$ cat src/rtl/multicycle_control.sv
// Multi-cycle control unit for the 8-bit Harvard core.
// Sequences FETCH/DECODE/EXEC/MEM/WB, waits on data-memory ready and counts
// retired instructions.
// Build option: CONTROL_ILLEGAL_TRAP_EN sends illegal opcodes to a latched TRAP
// state; without it an illegal opcode retires as a NOP.
module multicycle_control #(
    parameter int unsigned OPCODE_W = 6,
    parameter int unsigned ALUOP_W  = 2,
    parameter int unsigned CNT_W    = 16
) (
    input  logic                clk,
    input  logic                rst,
    input  logic [OPCODE_W-1:0] opcode,
    input  logic                mem_ready,
    output logic [ALUOP_W-1:0]  op,
    output logic                mread,
    output logic                mwrite,
    output logic                alusrc,
    output logic                rdt,
    output logic                mtr,
    output logic                rwrite,
    output logic                ir_write,
    output logic                pc_write,
    output logic                branch,
    output logic [1:0]          pc_src,
    output logic                halted,
    output logic                illegal,
    output logic [CNT_W-1:0]    instr_count
);

    typedef enum logic [2:0] {
        S_FETCH  = 3'd0,
        S_DECODE = 3'd1,
        S_EXEC   = 3'd2,
        S_MEM    = 3'd3,
        S_WB     = 3'd4,
        S_HALT   = 3'd5,
        S_TRAP   = 3'd6
    } state_t;

    // Zero-extension makes any opcode with bits above [5:0] set fail every match.
    localparam logic [OPCODE_W-1:0] OPC_RTYPE = OPCODE_W'(6'b000000);
    localparam logic [OPCODE_W-1:0] OPC_LOAD  = OPCODE_W'(6'b100000);
    localparam logic [OPCODE_W-1:0] OPC_STORE = OPCODE_W'(6'b100001);
    localparam logic [OPCODE_W-1:0] OPC_BEQ   = OPCODE_W'(6'b100010);
    localparam logic [OPCODE_W-1:0] OPC_ADDI  = OPCODE_W'(6'b100011);
    localparam logic [OPCODE_W-1:0] OPC_JUMP  = OPCODE_W'(6'b010000);
    localparam logic [OPCODE_W-1:0] OPC_HALT  = OPCODE_W'(6'b010001);

    state_t                state, state_next;
    logic [OPCODE_W-1:0]   opc_q;
    logic                  retire_c;
    logic [1:0]            alu_c;
    logic                  is_r, is_ld, is_st, is_beq, is_addi, is_jmp, is_halt;
`ifdef CONTROL_ILLEGAL_TRAP_EN
    logic                  trap_c;
`endif

    // Opcode class decode from the latched opcode only
    assign is_r    = (opc_q == OPC_RTYPE);
    assign is_ld   = (opc_q == OPC_LOAD);
    assign is_st   = (opc_q == OPC_STORE);
    assign is_beq  = (opc_q == OPC_BEQ);
    assign is_addi = (opc_q == OPC_ADDI);
    assign is_jmp  = (opc_q == OPC_JUMP);
    assign is_halt = (opc_q == OPC_HALT);

    assign op = ALUOP_W'(alu_c);
`ifdef CONTROL_ILLEGAL_TRAP_EN
    assign illegal = trap_c;
`else
    assign illegal = 1'b0;
`endif

    // State, latched opcode (captured on the edge entering DECODE) and retire counter
    always_ff @(posedge clk) begin
        if (rst) begin
            state       <= S_FETCH;
            opc_q       <= '0;
            instr_count <= '0;
        end else begin
            state <= state_next;
            if (state == S_FETCH) begin
                opc_q <= opcode;
            end
            if (retire_c) begin
                instr_count <= instr_count + CNT_W'(1);
            end
        end
    end

    // Next-state and Moore outputs; everything forced low while rst is high
    always_comb begin
        state_next = state;
        retire_c   = 1'b0;
        alu_c      = 2'b00;
        mread      = 1'b0;
        mwrite     = 1'b0;
        alusrc     = 1'b0;
        rdt        = 1'b0;
        mtr        = 1'b0;
        rwrite     = 1'b0;
        ir_write   = 1'b0;
        pc_write   = 1'b0;
        branch     = 1'b0;
        pc_src     = 2'b00;
        halted     = 1'b0;
`ifdef CONTROL_ILLEGAL_TRAP_EN
        trap_c     = 1'b0;
`endif
        case (state)
            S_FETCH: begin
                ir_write   = 1'b1;
                pc_write   = 1'b1;
                state_next = S_DECODE;
            end
            S_DECODE: begin
                if (is_jmp) begin
                    pc_write   = 1'b1;
                    pc_src     = 2'b10;
                    retire_c   = 1'b1;
                    state_next = S_FETCH;
                end else if (is_halt) begin
                    state_next = S_HALT;
                end else if (is_r || is_ld || is_st || is_beq || is_addi) begin
                    state_next = S_EXEC;
                end else begin
`ifdef CONTROL_ILLEGAL_TRAP_EN
                    state_next = S_TRAP;
`else
                    retire_c   = 1'b1;
                    state_next = S_FETCH;
`endif
                end
            end
            S_EXEC: begin
                if (is_r) begin
                    alu_c      = 2'b10;
                    state_next = S_WB;
                end else if (is_beq) begin
                    alu_c      = 2'b01;
                    branch     = 1'b1;
                    pc_src     = 2'b01;
                    retire_c   = 1'b1;
                    state_next = S_FETCH;
                end else if (is_ld || is_st) begin
                    alusrc     = 1'b1;
                    state_next = S_MEM;
                end else begin
                    alusrc     = 1'b1;
                    state_next = S_WB;
                end
            end
            S_MEM: begin
                mread  = is_ld;
                mwrite = !is_ld;
                if (mem_ready) begin
                    if (is_ld) begin
                        state_next = S_WB;
                    end else begin
                        retire_c   = 1'b1;
                        state_next = S_FETCH;
                    end
                end
            end
            S_WB: begin
                rwrite     = 1'b1;
                rdt        = is_r;
                mtr        = is_ld;
                retire_c   = 1'b1;
                state_next = S_FETCH;
            end
            S_HALT: begin
                halted = 1'b1;
            end
            S_TRAP: begin
`ifdef CONTROL_ILLEGAL_TRAP_EN
                halted = 1'b1;
                trap_c = 1'b1;
`else
                state_next = S_FETCH;
`endif
            end
            default: begin
                state_next = S_FETCH;
            end
        endcase
        if (rst) begin
            retire_c = 1'b0;
            alu_c    = 2'b00;
            mread    = 1'b0;
            mwrite   = 1'b0;
            alusrc   = 1'b0;
            rdt      = 1'b0;
            mtr      = 1'b0;
            rwrite   = 1'b0;
            ir_write = 1'b0;
            pc_write = 1'b0;
            branch   = 1'b0;
            pc_src   = 2'b00;
            halted   = 1'b0;
`ifdef CONTROL_ILLEGAL_TRAP_EN
            trap_c   = 1'b0;
`endif
        end
    end

endmodule
$ cat config.mk
export PLATFORM = sky130hd
export DESIGN_NAME = multicycle_control
export DESIGN_NICKNAME = d
export VERILOG_FILES = /design/src/rtl/multicycle_control.sv
export SDC_FILE = /design/constraint.sdc
export NUM_CORES = 1
export LEC_CHECK = 0
export ABC_AREA = 1
export BUFFER_PORTS_ARGS = -buffer_cell sky130_fd_sc_hd__buf_4
export CORE_ASPECT_RATIO = 0.6
export CORE_MARGIN = 2
export CORE_UTILIZATION = 58
export CTS_BUF_LIST = sky130_fd_sc_hd__clkbuf_8
export CTS_CLUSTER_DIAMETER = 30
export DETAILED_ROUTE_END_ITERATION = 6
export GPL_TIMING_DRIVEN = 0
export PLACE_DENSITY = 0.87
export SYNTH_ARGS = -nofsm -noshare
export SYNTH_HDL_FRONTEND = slang
export SYNTH_SLANG_ARGS = --single-unit
$ cat constraint.sdc
create_clock -name clk -period 2.5 [get_ports clk]
set_input_delay 0.5 -clock clk [delete_from_list [all_inputs] [get_ports clk]]
set_output_delay 0.5 -clock clk [all_outputs]
set_load 0.05 [all_outputs]
After elaboration in Yosys (flattened, before gate mapping)
Cells that the tools add are included.
{"block": "word_totals", "reg_bits": 25}
{"block": "op_classes", "add_sub_neg": 1, "n_eq_ne": 12, "n_mux": 49, "n_bitwise": 1, "reduce_logical": 9}
{"operator": "$mux 1", "n": 32}
{"operator": "$eq 6x6->1 const B", "n": 4}
{"operator": "$mux 3", "n": 7}
{"operator": "$add 16x1->16 const B", "n": 1}
{"operator": "$pmux 3 s5", "n": 1}
{"operator": "$eq 6x5->1 const B", "n": 2}
{"operator": "$mux 2", "n": 6}
{"operator": "$eq 3x2->1 const B", "n": 2}
{"operator": "$eq 3x3->1 const B", "n": 2}
{"operator": "$logic_not 6->1", "n": 1}
{"operator": "$logic_or 1x1->1", "n": 5}
{"operator": "$pmux 1 s4", "n": 1}
{"operator": "$pmux 2 s2", "n": 1}
{"operator": "$eq 3x1->1 const B", "n": 1}
{"operator": "$logic_not 3->1", "n": 1}
{"operator": "$ne 2x2->1 const B", "n": 1}
{"operator": "$pmux 1 s2", "n": 1}
{"operator": "$reduce_and 2->1", "n": 1}
{"operator": "$logic_not 1->1", "n": 1}
{"operator": "$not 1->1", "n": 1}

Depth between registers and ports, before layout
{"block": "logic_depth", "ltp_word": 10, "ltp_mapped": 11}

Worst setup path before layout
Ideal clock, no wire load.
{"block": "synth_timing", "path_kind": "input-to-output", "startpoint": "in rst", "endpoint": "out op[0]", "arrival_time_ns": 2.131, "required_time_ns": 2.000, "setup_slack_ns": -0.131, "stages": 6, "path_cell_list": "buf_4 -> inv_1 -> clkbuf_1 -> nand2_1 -> nor2_1 -> buf_4"}
{"block": "synth_between", "elab_chain_cells": 1}
{"item": "start: declaration", "line_no": "12", "rtl": "input logic rst,"}
{"item": "$mux 2", "line_no": "188", "rtl": "if (rst) begin"}
{"item": "end: declaration", "line_no": "15", "rtl": "output logic [ALUOP_W-1:0] op,"}
Every way passes these cells.

Worst setup path after layout
Same ends and word-level chain as after synthesis.

==> out/results.txt <==
Gate power share = 34.2%
Chip Width = 70.0 um
CP arrival = 1.78 ns
PostCTS Resize Cnt = 0
Antenna violations before repair = 0
CTS H-tree depth = 1
Register-to-Register Path Depth = 9
Root Driver = clkbuf_8
Reg power frac = 42.8%
Core ar. = 0.00249 mm^2
Crit Reg-Reg Startpoint = instr_count[4]
Internal power = 0.659 mW
Clk sinks = 25
CP Max Fanout = 10
Cell variety after synth = 30
Total negative setup slack = 0 ns
Detailed-route vias per instance = 5.53
Antenna Cells = 0
CP endpoint kind = output pin
Switching component of the power = 0.430 mW
Worst vdd ir = 0.000563 V
Worst hold path type = input pin to register
Clk buf depth = 2
Postcts setup bufs = 0
Critical path capture point = op[0]
Syn_area_per_cell = 6.45 um^2
Initial Utilization = 61.0%
Mapped Area = 0.00152 mm^2
Post-synth top area cell = dfxtp_1
Residual DRC = 0
Synth Net Count = 245
Crit. Startpoint = rst
Height of the die = 43.6 um
Share of cells above drive strength 1 = 22.8%
Worst path max stage delay = 0.38 ns
RR Endpoint = instr_count[15]
Number of detailed-route iterations in the first pass = 5
Post-Route WL = 4.00 mm
Leak Pwr = 0.815 nW
Total Nets Final = 287
Clock power frac = 23.0%
Clock slew seen by the registers of the worst setup and hold paths = 0.10 ns
Total track usage = 26.2%
Sw Share = 39.5%
Total CTS buffers = 3
YS warnings = 0
Ranking of synthesized cells by area = dfxtp_1 33%, nand2_1 12%, nor2_1 9.9%
IO Pins = 40
Hold Buf Count CTS = 0
HPWL Detailed = 3.02 mm
Most frequent cells in the layout = 50 x nand2_1, 40 x buf_4, 39 x nor2_1, 25 x dfxtp_1
Seq/Total Area, Yosys = 33.0%
Final slew viol count = 0
Critical path type = input pin to output pin
Status = finished, final reports clean
Final hold vios = 0
Global-route wire length before repair = 6.29 mm
Site Rows = 14
Worst EP required = 2.00 ns
Gate Count Post-Synth = 235
Gr ovfl total = 0
Skew final = 0.00643 ns
Peak Freq = 438 MHz
Pin count of the biggest net entering global routing = 16
Yosys top cell area share = 33.0%
Drt wl/cell = 13.0 um
Crit path cell chain = buf_4, inv_1, clkbuf_1, nand2_1, nor2_2, buf_4, buf_4
Crit path top cell by count = buf_4
Area Growth Syn to Fin = 24.3%
Setup violations, final = 0
Post-DRT Antenna Nets = 0
Vias = 1703
Drt initial violations = 156
Most common cell after layout, fill and taps aside = nand2_1
Critical path's slowest cell = clkbuf_1
Max Cap Violations = 0
CTS tree = done
Worst skew pair latency = 0.27 ns
Final period util = 91.3%
Placed inst area = 0.00184 mm^2
PD cells = 578 mW/mm^2
Vias in the first global route = 1336
Unrepaired setup endpoints after global routing = no
Flop2flop setup slack = 0.78 ns
#FFs+latches synth = 25
Final Wtd Congestion = 0.938
Worst Hold Margin = 0.467 ns
Crit start category = input pin
Die area = 0.00305 mm^2
Final Cell Area = 0.00189 mm^2
PortBufs = 37
Tmin final = 2.28 ns
-- cells by family (layout without fill, tap and decap cells) --
family | after synthesis | after routing | share of synthesized area (%)
XOR/XNOR | 1 | 1 | 0.578
flip-flops | 25 | 25 | 33.0
AND/OR/NAND/NOR | 143 | 143 | 45.0
buffers and inverters | 36 | 77 | 10.7
other | 1 | 1 | 0.247
AO/OA/AOI/OAI | 28 | 28 | 9.57
adder cells (fa/ha/maj) | 1 | 1 | 0.825
-- layout make-up --
class / instances / area (um^2)
sequential: 25 / 500
clock inverter: 1 / 7.51
clock buffer: 3 / 41.3
tap: 32 / 40.0
fill: 215 / 602
timing repair buffer: 37 / 278
buffer: 9 / 61.3
inverter: 27 / 101
multi-input combinational: 174 / 856
-- worst min-delay path by stage --
stage | from | end | depth (start not counted)
2_1_floorplan | opc_q[5] | opc_q[5] | 2
3_3_place_gp | opc_q[4] | opc_q[4] | 2
3_5_place_dp | opc_q[5] | opc_q[5] | 2
4_1_cts | rst | instr_count[7] | 2
5_1_grt | rst | instr_count[7] | 2
6_report | rst | instr_count[7] | 2
-- routing by layer --
metal,vias to the layer above,share of wire (%),global-route usage [%]
li1,843,-,-
met1,779,49,42.0
met2,75,41,36.0
met3,6,9.4,6.98
met4,0,0.43,2.31
met5,-,0,0
-- power groups by stage --
| stage | Sequential (mW) | Combinational, mW | Clock [mW] |
|---|---|---|---|
| after floorplan | 0.499 | 0.248 | 0 |
| after global placement | 0.473 | 0.358 | 0 |
| after detailed placement | 0.474 | 0.369 | 0 |
| after CTS | 0.465 | 0.370 | 0.250 |
| after global routing | 0.470 | 0.409 | 0.267 |
| final | 0.466 | 0.373 | 0.251 |
-- stage by stage --
step	cells	setup WS, ns	total power [mW]	utilization (%)
after global routing	308	0.114	1.15	75.8
after detailed placement	304	0.274	0.843	73.8
after floorplan	235	0.124	0.747	-
final	308	0.216	1.09	75.8
after CTS	308	0.239	1.08	75.8
after global placement	304	0.264	0.831	73.8
-- state kept, by name, summed over array words and instances, names as in the netlist --
| register | flops |
|---|---|
| instr_count | 16 |
| opc_q | 6 |
| state | 3 |
-- synthesized netlist by cell type --
cell type and number:
nand2_1 50, nor2_1 40, dfxtp_1 25, inv_1 24, nand3_1 24, a21oi_1 17, nor3_1 7, o21ai_0 7
nand4_1 4, nor2_4 4, buf_4 3, clkbuf_1 3, inv_2 3, nor2_2 3, nor4_1 3, a31oi_1 2
buf_6 2, nor3_2 2, and2_1 1, and3_1 1, buf_2 1, conb_1 1, ha_1 1, nand2_8 1
nand3_2 1, nand3b_1 1, nand4_2 1, o211ai_1 1, o21ai_1 1, xor2_1 1
-- critical path: cells and delay by family --
kind	cells	cell delay [ns]
and+or+nand+nor	2	0.35
buffers and inverters	5	0.93
No activity file was read; power rests on OpenSTA's default activity.
